===== config.mk =====
export PLATFORM = sky130hd
export DESIGN_NAME = count_display
export DESIGN_NICKNAME = d
export VERILOG_FILES = /design/src/rtl/count_display_pkg.sv /design/src/rtl/count_display_bin2bcd_seq.sv /design/src/rtl/count_display.sv
export SDC_FILE = /design/constraint.sdc
export NUM_CORES = 1
export LEC_CHECK = 0
export CORE_AREA = 2 2 93 95
export DETAILED_ROUTE_END_ITERATION = 8
export DIE_AREA = 0 0 95 97
export HOLD_SLACK_MARGIN = 0.02
export PLACE_DENSITY = 0.62
export SLEW_MARGIN = 20
export SYNTH_ARGS = -nofsm -noshare
export SYNTH_HDL_FRONTEND = slang
export SYNTH_SLANG_ARGS = --single-unit

===== constraint.sdc =====
create_clock -name clk -period 3.4 [get_ports clk]
set_clock_uncertainty 0.2 [all_clocks]
set_input_delay 0.68 -clock clk [delete_from_list [all_inputs] [get_ports clk]]
set_output_delay 0.68 -clock clk [all_outputs]
set_load 0.05 [all_outputs]

===== src/rtl/count_display_pkg.sv =====
// count_display_pkg
// Shared types and constants for the count display block: converter state
// encoding, BCD geometry, the blank segment pattern and the digit-to-segment
// lookup (active-low, bit order {g,f,e,d,c,b,a}).
package count_display_pkg;

  localparam int BIN_W = 8;               // width of the incoming binary count
  localparam int DIG_W = 4;               // one BCD digit
  localparam int N_DIG = 3;               // hundreds, tens, units
  localparam int BCD_W = DIG_W * N_DIG;   // 12-bit packed BCD
  localparam int SHR_W = BCD_W + BIN_W;   // double-dabble working register

  localparam logic [6:0] SEG_BLANK = 7'h7F;

  typedef enum logic [1:0] {
    ST_IDLE  = 2'd0,
    ST_SHIFT = 2'd1,
    ST_DONE  = 2'd2
  } conv_state_t;

  // Digits 0..9 always decode; A..F decode only when hex_ok is set,
  // otherwise they show blank.
  function automatic logic [6:0] seg_encode(input logic [3:0] nib, input logic hex_ok);
    logic [6:0] s;
    s = SEG_BLANK;
    case (nib)
      4'h0: s = 7'h40;
      4'h1: s = 7'h79;
      4'h2: s = 7'h24;
      4'h3: s = 7'h30;
      4'h4: s = 7'h19;
      4'h5: s = 7'h12;
      4'h6: s = 7'h02;
      4'h7: s = 7'h78;
      4'h8: s = 7'h00;
      4'h9: s = 7'h10;
      4'hA: s = hex_ok ? 7'h08 : SEG_BLANK;
      4'hB: s = hex_ok ? 7'h03 : SEG_BLANK;
      4'hC: s = hex_ok ? 7'h46 : SEG_BLANK;
      4'hD: s = hex_ok ? 7'h21 : SEG_BLANK;
      4'hE: s = hex_ok ? 7'h06 : SEG_BLANK;
      4'hF: s = hex_ok ? 7'h0E : SEG_BLANK;
    endcase
    return s;
  endfunction

endpackage


===== src/rtl/count_display_bin2bcd_seq.sv =====
// bin2bcd_seq
// Iterative double-dabble converter: 8-bit binary -> 3-digit BCD.
// Handshake: value_valid is a one-cycle sample strobe with no ready; a
// strobe while busy is held in a 1-deep pending slot (latest wins) and is
// started as soon as the FSM is back in IDLE, unless a fresh strobe arrives
// in that same IDLE cycle, which takes priority and discards the pending one.
// Ports:
//   clk, reset        clock, async active-high reset
//   value_in/valid    binary count and its sample strobe
//   conv_busy         FSM not in IDLE
//   conv_done         one-cycle pulse, bcd_out just updated
//   bcd_out           {hundreds, tens, units}
//   raw_out           binary of last completed conversion (HEX_MODE_EN only)
// Config macro: HEX_MODE_EN adds raw_out.
module bin2bcd_seq
  import count_display_pkg::*;
(
  input  logic             clk,
  input  logic             reset,
  input  logic [BIN_W-1:0] value_in,
  input  logic             value_valid,
  output logic             conv_busy,
  output logic             conv_done,
`ifdef HEX_MODE_EN
  output logic [BIN_W-1:0] raw_out,
`endif
  output logic [BCD_W-1:0] bcd_out
);

  conv_state_t      r_state;
  logic [SHR_W-1:0] r_shift;
  logic [2:0]       r_iter;
  logic             r_pend;
  logic [BIN_W-1:0] r_pend_val;
  logic [BCD_W-1:0] r_bcd;
  logic             r_done;

  logic             w_load;
  logic [BIN_W-1:0] w_load_val;
  logic [SHR_W-1:0] w_adj;

  // A fresh strobe beats a stale pending value.
  assign w_load     = (r_state == ST_IDLE) && (value_valid || r_pend);
  assign w_load_val = value_valid ? value_in : r_pend_val;

  // Add-3 correction on every BCD nibble >= 5, applied before the shift.
  always_comb begin
    w_adj = r_shift;
    for (int d = 0; d < N_DIG; d++) begin
      if (r_shift[BIN_W + DIG_W*d +: DIG_W] >= 4'd5)
        w_adj[BIN_W + DIG_W*d +: DIG_W] = r_shift[BIN_W + DIG_W*d +: DIG_W] + 4'd3;
    end
  end

  always_ff @(posedge clk or posedge reset) begin
    if (reset) begin
      r_state    <= ST_IDLE;
      r_shift    <= '0;
      r_iter     <= '0;
      r_pend     <= 1'b0;
      r_pend_val <= '0;
      r_bcd      <= '0;
      r_done     <= 1'b0;
    end else begin
      r_done <= 1'b0;
      if ((r_state != ST_IDLE) && value_valid) begin
        r_pend     <= 1'b1;
        r_pend_val <= value_in;
      end
      case (r_state)
        ST_IDLE: begin
          if (w_load) begin
            r_shift <= {{BCD_W{1'b0}}, w_load_val};
            r_iter  <= '0;
            r_pend  <= 1'b0;
            r_state <= ST_SHIFT;
          end
        end
        ST_SHIFT: begin
          r_shift <= {w_adj[SHR_W-2:0], 1'b0};
          r_iter  <= r_iter + 3'd1;
          if (r_iter == 3'd7) r_state <= ST_DONE;
        end
        ST_DONE: begin
          r_bcd   <= r_shift[SHR_W-1:BIN_W];
          r_done  <= 1'b1;
          r_state <= ST_IDLE;
        end
        default: r_state <= ST_IDLE;
      endcase
    end
  end

`ifdef HEX_MODE_EN
  // The shift register loses the binary operand, so keep a copy for hex view.
  logic [BIN_W-1:0] r_work;
  logic [BIN_W-1:0] r_raw;
  always_ff @(posedge clk or posedge reset) begin
    if (reset) begin
      r_work <= '0;
      r_raw  <= '0;
    end else begin
      if (w_load) r_work <= w_load_val;
      if (r_state == ST_DONE) r_raw <= r_work;
    end
  end
  assign raw_out = r_raw;
`endif

  assign conv_busy = (r_state != ST_IDLE);
  assign conv_done = r_done;
  assign bcd_out   = r_bcd;

endmodule


===== src/rtl/count_display.sv =====
// count_display
// Samples an 8-bit count, converts it to BCD and drives a multiplexed,
// active-low 3-digit 7-segment display with leading-zero blanking.
// Ports:
//   clk, reset        system clock, async active-high reset
//   value_in/valid    binary count and its sample strobe
//   hex_mode          (HEX_MODE_EN only) show raw value as two hex digits
//   conv_busy/done    converter status
//   bcd_out           last converted value in BCD
//   seg_n             {g,f,e,d,c,b,a}, active-low
//   an_n              digit enables, active-low, [0]=units .. [2]=hundreds
// Parameter SCAN_DIV: system clocks per digit slot (>= 2).
// Config macro: HEX_MODE_EN adds the hex_mode input and hex display.
module count_display
  import count_display_pkg::*;
#(
  parameter int SCAN_DIV = 50000
) (
  input  logic             clk,
  input  logic             reset,
  input  logic [BIN_W-1:0] value_in,
  input  logic             value_valid,
`ifdef HEX_MODE_EN
  input  logic             hex_mode,
`endif
  output logic             conv_busy,
  output logic             conv_done,
  output logic [BCD_W-1:0] bcd_out,
  output logic [6:0]       seg_n,
  output logic [2:0]       an_n
);

  localparam int            PW         = $clog2(SCAN_DIV);
  localparam logic [PW-1:0] PRESC_LAST = PW'(SCAN_DIV - 1);

  logic [PW-1:0]    r_presc;
  logic [1:0]       r_digit;
  logic [6:0]       r_seg_n;
  logic [2:0]       r_an_n;

  logic [BCD_W-1:0] w_bcd;
  logic             w_tick;
  logic [3:0]       w_nib;
  logic             w_blank;
  logic             w_hex;
  logic [6:0]       w_seg;

`ifdef HEX_MODE_EN
  logic [BIN_W-1:0] w_raw;
`endif

  bin2bcd_seq u_conv (
    .clk         (clk),
    .reset       (reset),
    .value_in    (value_in),
    .value_valid (value_valid),
    .conv_busy   (conv_busy),
    .conv_done   (conv_done),
`ifdef HEX_MODE_EN
    .raw_out     (w_raw),
`endif
    .bcd_out     (w_bcd)
  );

  assign w_tick = (r_presc == PRESC_LAST);

  // Select the nibble for the current slot and decide blanking.
  always_comb begin
    w_nib   = w_bcd[3:0];
    w_blank = 1'b0;
    w_hex   = 1'b0;
    case (r_digit)
      2'd0: w_nib = w_bcd[3:0];
      2'd1: begin
        w_nib   = w_bcd[7:4];
        w_blank = (w_bcd[11:8] == 4'd0) && (w_bcd[7:4] == 4'd0);
      end
      2'd2: begin
        w_nib   = w_bcd[11:8];
        w_blank = (w_bcd[11:8] == 4'd0);
      end
      default: w_blank = 1'b1;
    endcase
`ifdef HEX_MODE_EN
    if (hex_mode) begin
      w_hex = 1'b1;
      case (r_digit)
        2'd0:    begin w_nib = w_raw[3:0]; w_blank = 1'b0; end
        2'd1:    begin w_nib = w_raw[7:4]; w_blank = 1'b0; end
        default: w_blank = 1'b1;
      endcase
    end
`endif
    w_seg = w_blank ? SEG_BLANK : seg_encode(w_nib, w_hex);
  end

  always_ff @(posedge clk or posedge reset) begin
    if (reset) begin
      r_presc <= '0;
      r_digit <= 2'd0;
      r_seg_n <= SEG_BLANK;
      r_an_n  <= 3'b111;
    end else if (w_tick) begin
      r_presc <= '0;
      r_seg_n <= w_seg;
      r_an_n  <= ~(3'b001 << r_digit);
      r_digit <= (r_digit == 2'd2) ? 2'd0 : r_digit + 2'd1;
    end else begin
      r_presc <= r_presc + PW'(1);
    end
  end

  assign bcd_out = w_bcd;
  assign seg_n   = r_seg_n;
  assign an_n    = r_an_n;

endmodule


==> results of run 1 <==
routing by layer:
layer | part of all wire | global-route usage
met5 | 0 | 0
met4 | 0.022 | 0.0713
met3 | 0.037 | 0.0312
met2 | 0.46 | 0.233
met1 | 0.48 | 0.204
worst reg2reg max path, stage by stage (launching register included):
cell	delay, ns
dfrtp_1	0.42
inv_1	0.11
ha_1	0.46
nor2_1	0.08
a21oi_1	0.26
inv_1	0.11
ha_1	0.31
and3_1	0.15
o32a_1	0.28
layout by cell type, fill, tap and decap left out, types with 2 or more instances in the layout:
| master | Yosys | layout |
|---|---|---|
| dfrtp_1 | 65 | 65 |
| nand2_1 | 36 | 36 |
| clkdlybuf4s50_1 | 0 | 34 |
| nor2_1 | 32 | 32 |
| o21ai_0 | 31 | 31 |
| ha_1 | 18 | 18 |
| a21oi_1 | 17 | 17 |
| nand3_1 | 15 | 15 |
| inv_1 | 15 | 14 |
| mux2_2 | 14 | 14 |
| xor2_1 | 12 | 12 |
| clkbuf_8 | 0 | 12 |
| mux2i_1 | 10 | 10 |
| dfstp_2 | 10 | 10 |
| nand2b_1 | 7 | 7 |
| nor3_1 | 7 | 7 |
| xnor2_1 | 7 | 7 |
| a22o_1 | 5 | 5 |
| and3_1 | 4 | 4 |
| a22oi_1 | 4 | 4 |
| a31oi_1 | 4 | 4 |
| nand4_1 | 4 | 4 |
| nor4_1 | 3 | 3 |
| nor2b_1 | 3 | 3 |
| o31ai_1 | 3 | 3 |
| buf_4 | 1 | 3 |
| a21o_1 | 2 | 2 |
| o21a_1 | 2 | 2 |
| or2_2 | 2 | 2 |
| o32a_1 | 2 | 2 |
| bufinv_16 | 0 | 2 |
flip-flops by register name, summed over array words and instances (netlist names):
register	count
u_conv.r_shift	20
r_presc	16
u_conv.bcd_out	12
u_conv.r_pend_val	8
seg_n	7
an_n	3
u_conv.r_iter	3
r_digit	2
u_conv.r_state	2
u_conv.conv_done	1
u_conv.r_pend	1
report_power, final:
group | leakage [nW] | internal (mW) | switching [mW] | total (mW)
clock network | 0.120 | 0.476 | 0.312 | 0.788
logic | 0.851 | 0.455 | 0.638 | 1.09
registers | 0.940 | 1.11 | 0.184 | 1.29
per-stage QoR:
step	setup slack, ns	instance area (um^2)	utilization	hold slack [ns]
floorplan	0.627	3630	-	0.249
global placement	0.878	4090	0.503	0.255
detailed placement	0.873	4090	0.503	0.270
CTS	0.693	4330	0.532	0.285
global route	0.662	4330	0.532	0.296
finish	0.726	4330	0.532	0.278
layout make-up:
type,count,area [um^2]
multi-input combinational,250,1630
fill,709,3800
clock inverter,3,68.8
inverter,15,56.3
timing repair buffer,38,383
clock buffer,13,169
tap,105,131
sequential,75,1890
path summary, 6_finish.rpt:
kind / cells after the start / end / slack (ns)
worst max-delay path: 2 / conv_busy / 0.73
worst min-delay path: 1 / r_presc[0] / 0.28
worst max register to register: 8 / seg_n[3] / 0.94
worst min register to register: 1 / r_presc[0] / 0.28
max in group asynchronous: 3 / an_n[2] / 1.99
min in group asynchronous: 2 / u_conv.r_pend / 0.38
logic make-up after synthesis:
group | count (synthesis)
and+or+nand+nor | 117
DFF | 75
AOI/OAI and AO/OA | 72
buffers and inverters | 29
muxes | 24
xor gates and xnor gates | 19
adders and majority gates | 18
==> flow_metrics.tcl, run 1 <==
set metrics [dict create \
    ys_warn_count 0 \
    finalPower_mw 3.17 \
    drive_above_1_share 0.129 \
    post_drt_wl_per_cell_um 12.7 \
    cts-htree-levels 3 \
    drc 0 \
    synthTopCellsByCount "65 x dfrtp_1, 36 x nand2_1, 32 x nor2_1" \
    relSlewSlack 0.547 \
    critPathSlowestCell "clkdlybuf4s50_1" \
    vias_per_cell 5.07 \
    synth_compound_area_frac 0.119 \
    synthArstFlopShare 1.00 \
    critPathTopFamily "buffers and inverters" \
    final_cells 499 \
    synth.most_common_cell "dfrtp_1" \
    cp.required_ns 2.52 \
    hp-start "r_presc[0]" \
    netlist-cell-type-count 37 \
    die_x_um 95 \
    cts-root-buf "clkbuf_8" \
    die_h_um 97 \
    n_antenna_cell 0 \
    rsz0062_at_grt "no" \
    worst_setup_path_end_kind "output port" \
    postCtsSetupBuffers 0 \
    clock.fmax_mhz 374 \
    fin_crit_ns 2.67 \
    worstReg2RegStart "r_digit[0]" \
    yosys.area.top_type "dfrtp_1" \
    synthTopCellsByArea "dfrtp_1 45%, dfstp_2 7.2%, ha_1 6.2%" \
    grt.total_usage 0.152 \
    crit_chain "or2_2, clkdlybuf4s50_1" \
    grt_pass1_wl_um 11300 \
    crit_start "u_conv.r_state[1]" \
    clock_sink_count 75 \
    report.final.setup_viol 0 \
    power.leakage_nw 1.91 \
    synth_top_cell_area_share 0.448 \
    ant_nets 0 \
    fin_crit_sh 0.786 \
    grt_max_degree 67 \
    powerDensity_nw_per_um2 733 \
    synth_xor_area_frac 0.0458 \
    synthCells 354 \
    drt-total-wl_um 6330 \
    synth-edff-count 0 \
    dieArea_um2 9220 \
    cts_hold_buf 0 \
    synth_mux_area_frac 0.0709 \
    synth_flop_cell "dfrtp_1" \
    grt_pass1_vias 2484 \
    rows 33 \
    clockBufferDepth 2 \
    yosysSeqAreaShare 0.520 \
    num_vias 2528 \
    dr.pass1.iters 4 \
    clkTransAtPathRegs_ns 0.08 \
    areaGrowthSynthToFinish_pct 19.1 \
    drt_first_iter_violations 143 \
    path_max_fanout 5 \
    cpPeakStageDelay_ns 0.71 \
    synth_seq_cells 75 \
    cts.repair.resized 0 \
    syn-num-nets 383 \
    synthAdderAreaFrac 0.0620 \
    vdd_drop_max_mv 0.341 \
    crit_buf_inv 1 \
    report.final.slew_viol_count 0 \
    numCtsBuffers 9 \
    dp.cells 483 \
    tightestPinTransition_ns 0.679 \
    arrival_ns 1.79 \
    setup-tns-final_ns 0 \
    io_pins 35 \
    start_util 0.447 \
    critPathKind "reg2out" \
    avgSynthCellArea_um2 10.3 \
    gp_congestion 0.899 \
    tritoncts "done" \
    antenna_found_initial 0 \
    outcome "completed" \
    drv_cap 0 \
    dp_hpwl_um 4570 \
    startpoint_type "register" \
    netlist_area_um2 3630 \
    synth-simple-area-share 0.151 \
    clk_latency_ns 0.34 \
    synth_top_family_by_area "simple AND/OR/NAND/NOR gates" \
    core-area_um2 8130 \
    overflow 0 \
    worstHoldPathType "reg2reg" \
    hold_viol 0 \
    numPortBuffers 34 \
    nets 418 \
]
No activity file was read; power rests on OpenSTA's default activity.
==> run 2: changes to the inputs <==
Clock period 3.4 ns to 2.7 ns, I/O delays scaled along.
==> run 2 against run 1 <==
  * Routed wire length up 4.0%
  * Sequential share of layout area is 0.44 points lower
  * Sequential cell count stayed put
  * Combinational power up 28%
  * Setup slack got worse by 0.56 ns
  * Clock power is 45% higher
  * Power rose by 31%
  * Non-clock buffer count increased by 2
  * Clock-buffer cell count decreased by 2
  * Utilization rose by 0.54 points
  * Critical path depth unchanged
  * Register-to-register slack worse by 0.71 ns
  * Critical path type unchanged
  * Critical endpoint unchanged
  * Largest cell class unchanged
==> flow_metrics.tcl, run 2 (synthesis results as in run 1) <==
set metrics [dict create \
    outcome "completed" \
    gp_congestion 0.881 \
    worstHoldPathType "in2async" \
    clock.fmax_mhz 394 \
    grt_pass1_vias 2562 \
    report.final.setup_viol 0 \
    grt_pass1_wl_um 11700 \
    startpoint_type "register" \
    postCtsSetupBuffers 0 \
    dr.pass1.iters 4 \
    core-area_um2 8130 \
    ff_latch_area_um2 1890 \
    drive_above_1_share 0.134 \
    tightestPinTransition_ns 0.686 \
    drt_first_iter_violations 118 \
    critPathKind "reg2out" \
    drc 0 \
    clkTransAtPathRegs_ns 0.07 \
    numCtsBuffers 9 \
    die_h_um 97 \
    path_max_fanout 5 \
    worst_setup_path_end_kind "output port" \
    tritoncts "done" \
    io_pins 35 \
    ant_nets 0 \
    num_vias 2562 \
    nFillCells 713 \
    vias_per_cell 5.11 \
    final_cell_mix "65 x dfrtp_1, 36 x nand2_1, 34 x clkdlybuf4s50_1, 32 x nor2_1, 31 x o21ai_0" \
    fin_crit_ns 2.54 \
    arrival_ns 1.80 \
    cts-htree-levels 3 \
    nets 420 \
    relSlewSlack 0.543 \
    rows 33 \
    vdd_drop_max_mv 0.446 \
    final_common_cell "dfrtp_1" \
    dp_hpwl_um 4680 \
    areaGrowthSynthToFinish_pct 20.3 \
    cts.repair.resized 0 \
    cts-root-buf "clkbuf_8" \
    start_util 0.447 \
    largest_reg_flops 20 \
    antenna_found_initial 0 \
    regMostFlops "u_conv.r_shift" \
    hold_viol 0 \
    final_cells 501 \
    grt.total_usage 0.159 \
    grt_max_degree 50 \
    dieArea_um2 9220 \
    clk_latency_ns 0.34 \
    powerDensity_nw_per_um2 951 \
    clockBufferDepth 2 \
    numPortBuffers 34 \
    clock_sink_count 75 \
    multiInputGateArea_um2 1630 \
    cp.required_ns 1.96 \
    n_antenna_cell 0 \
    fin_crit_sh 0.940 \
    cts_hold_buf 0 \
    setup-tns-final_ns 0 \
    die_x_um 95 \
    overflow 0 \
    rsz0062_at_grt "no" \
    post_drt_wl_per_cell_um 13.1 \
    drv_cap 0 \
    power.leakage_nw 1.93 \
    drt-total-wl_um 6580 \
    report.final.slew_viol_count 0 \
    dp.cells 485 \
]
-- run 2: cell type report --
class                           count  share of cell area
Inverter                           15              0.0129
Clock inverter                      5              0.0286
Sequential cell                    75               0.432
Tap cell                          105              0.0300
Timing Repair Buffer               40              0.0910
Multi-Input combinational cell    250               0.373
Clock buffer                       11              0.0323
-- run 2: critical path, cell delays in order (launching register included) --
cell and delay, ns:
dfrtp_1 0.42, or2_2 0.33, clkdlybuf4s50_1 0.71
-- run 2: worst paths after layout --
check / end / start / depth (start not counted) / slack, ns
worst max register to register: seg_n[3] / r_digit[0] / 8 / 0.23
worst min-delay path: u_conv.r_shift[7] / reset / 2 / 0.22
max in group asynchronous: seg_n[1] / reset / 3 / 1.53
worst max-delay path: conv_busy / u_conv.r_state[1] / 2 / 0.16
worst min register to register: an_n[1] / an_n[1] / 2 / 0.27
min in group clk: an_n[1] / an_n[1] / 2 / 0.27
-- run 2: where the power goes --
part,leakage (nW),internal [mW],switching [mW]
Sequential,0.940,1.40,0.237
Clock,0.134,0.732,0.404
Combinational,0.861,0.576,0.812
Total,1.93,2.71,1.45
-- run 2: stage by stage --
stage | worst slack (ns) | power [mW] | hold WS, ns | utilization | area, um^2
2_1_floorplan | 0.0666 | 2.67 | 0.249 | - | 3630
3_3_place_gp | 0.361 | 3.02 | 0.255 | 0.505 | 4110
3_5_place_dp | 0.248 | 3.06 | 0.257 | 0.505 | 4110
4_1_cts | 0.141 | 4.21 | 0.206 | 0.538 | 4370
5_1_grt | 0.0537 | 4.46 | 0.219 | 0.538 | 4370
6_report | 0.162 | 4.16 | 0.217 | 0.538 | 4370
-- run 2: per-layer routing --
metal	routed length, um	GRT usage	up-vias	part of all wire
met5	0	0	-	0
met4	103	0.0702	0	0.016
met3	210	0.0273	10	0.032
met2	3130	0.245	38	0.48
met1	3140	0.219	1213	0.48
li1	-	-	1301	-
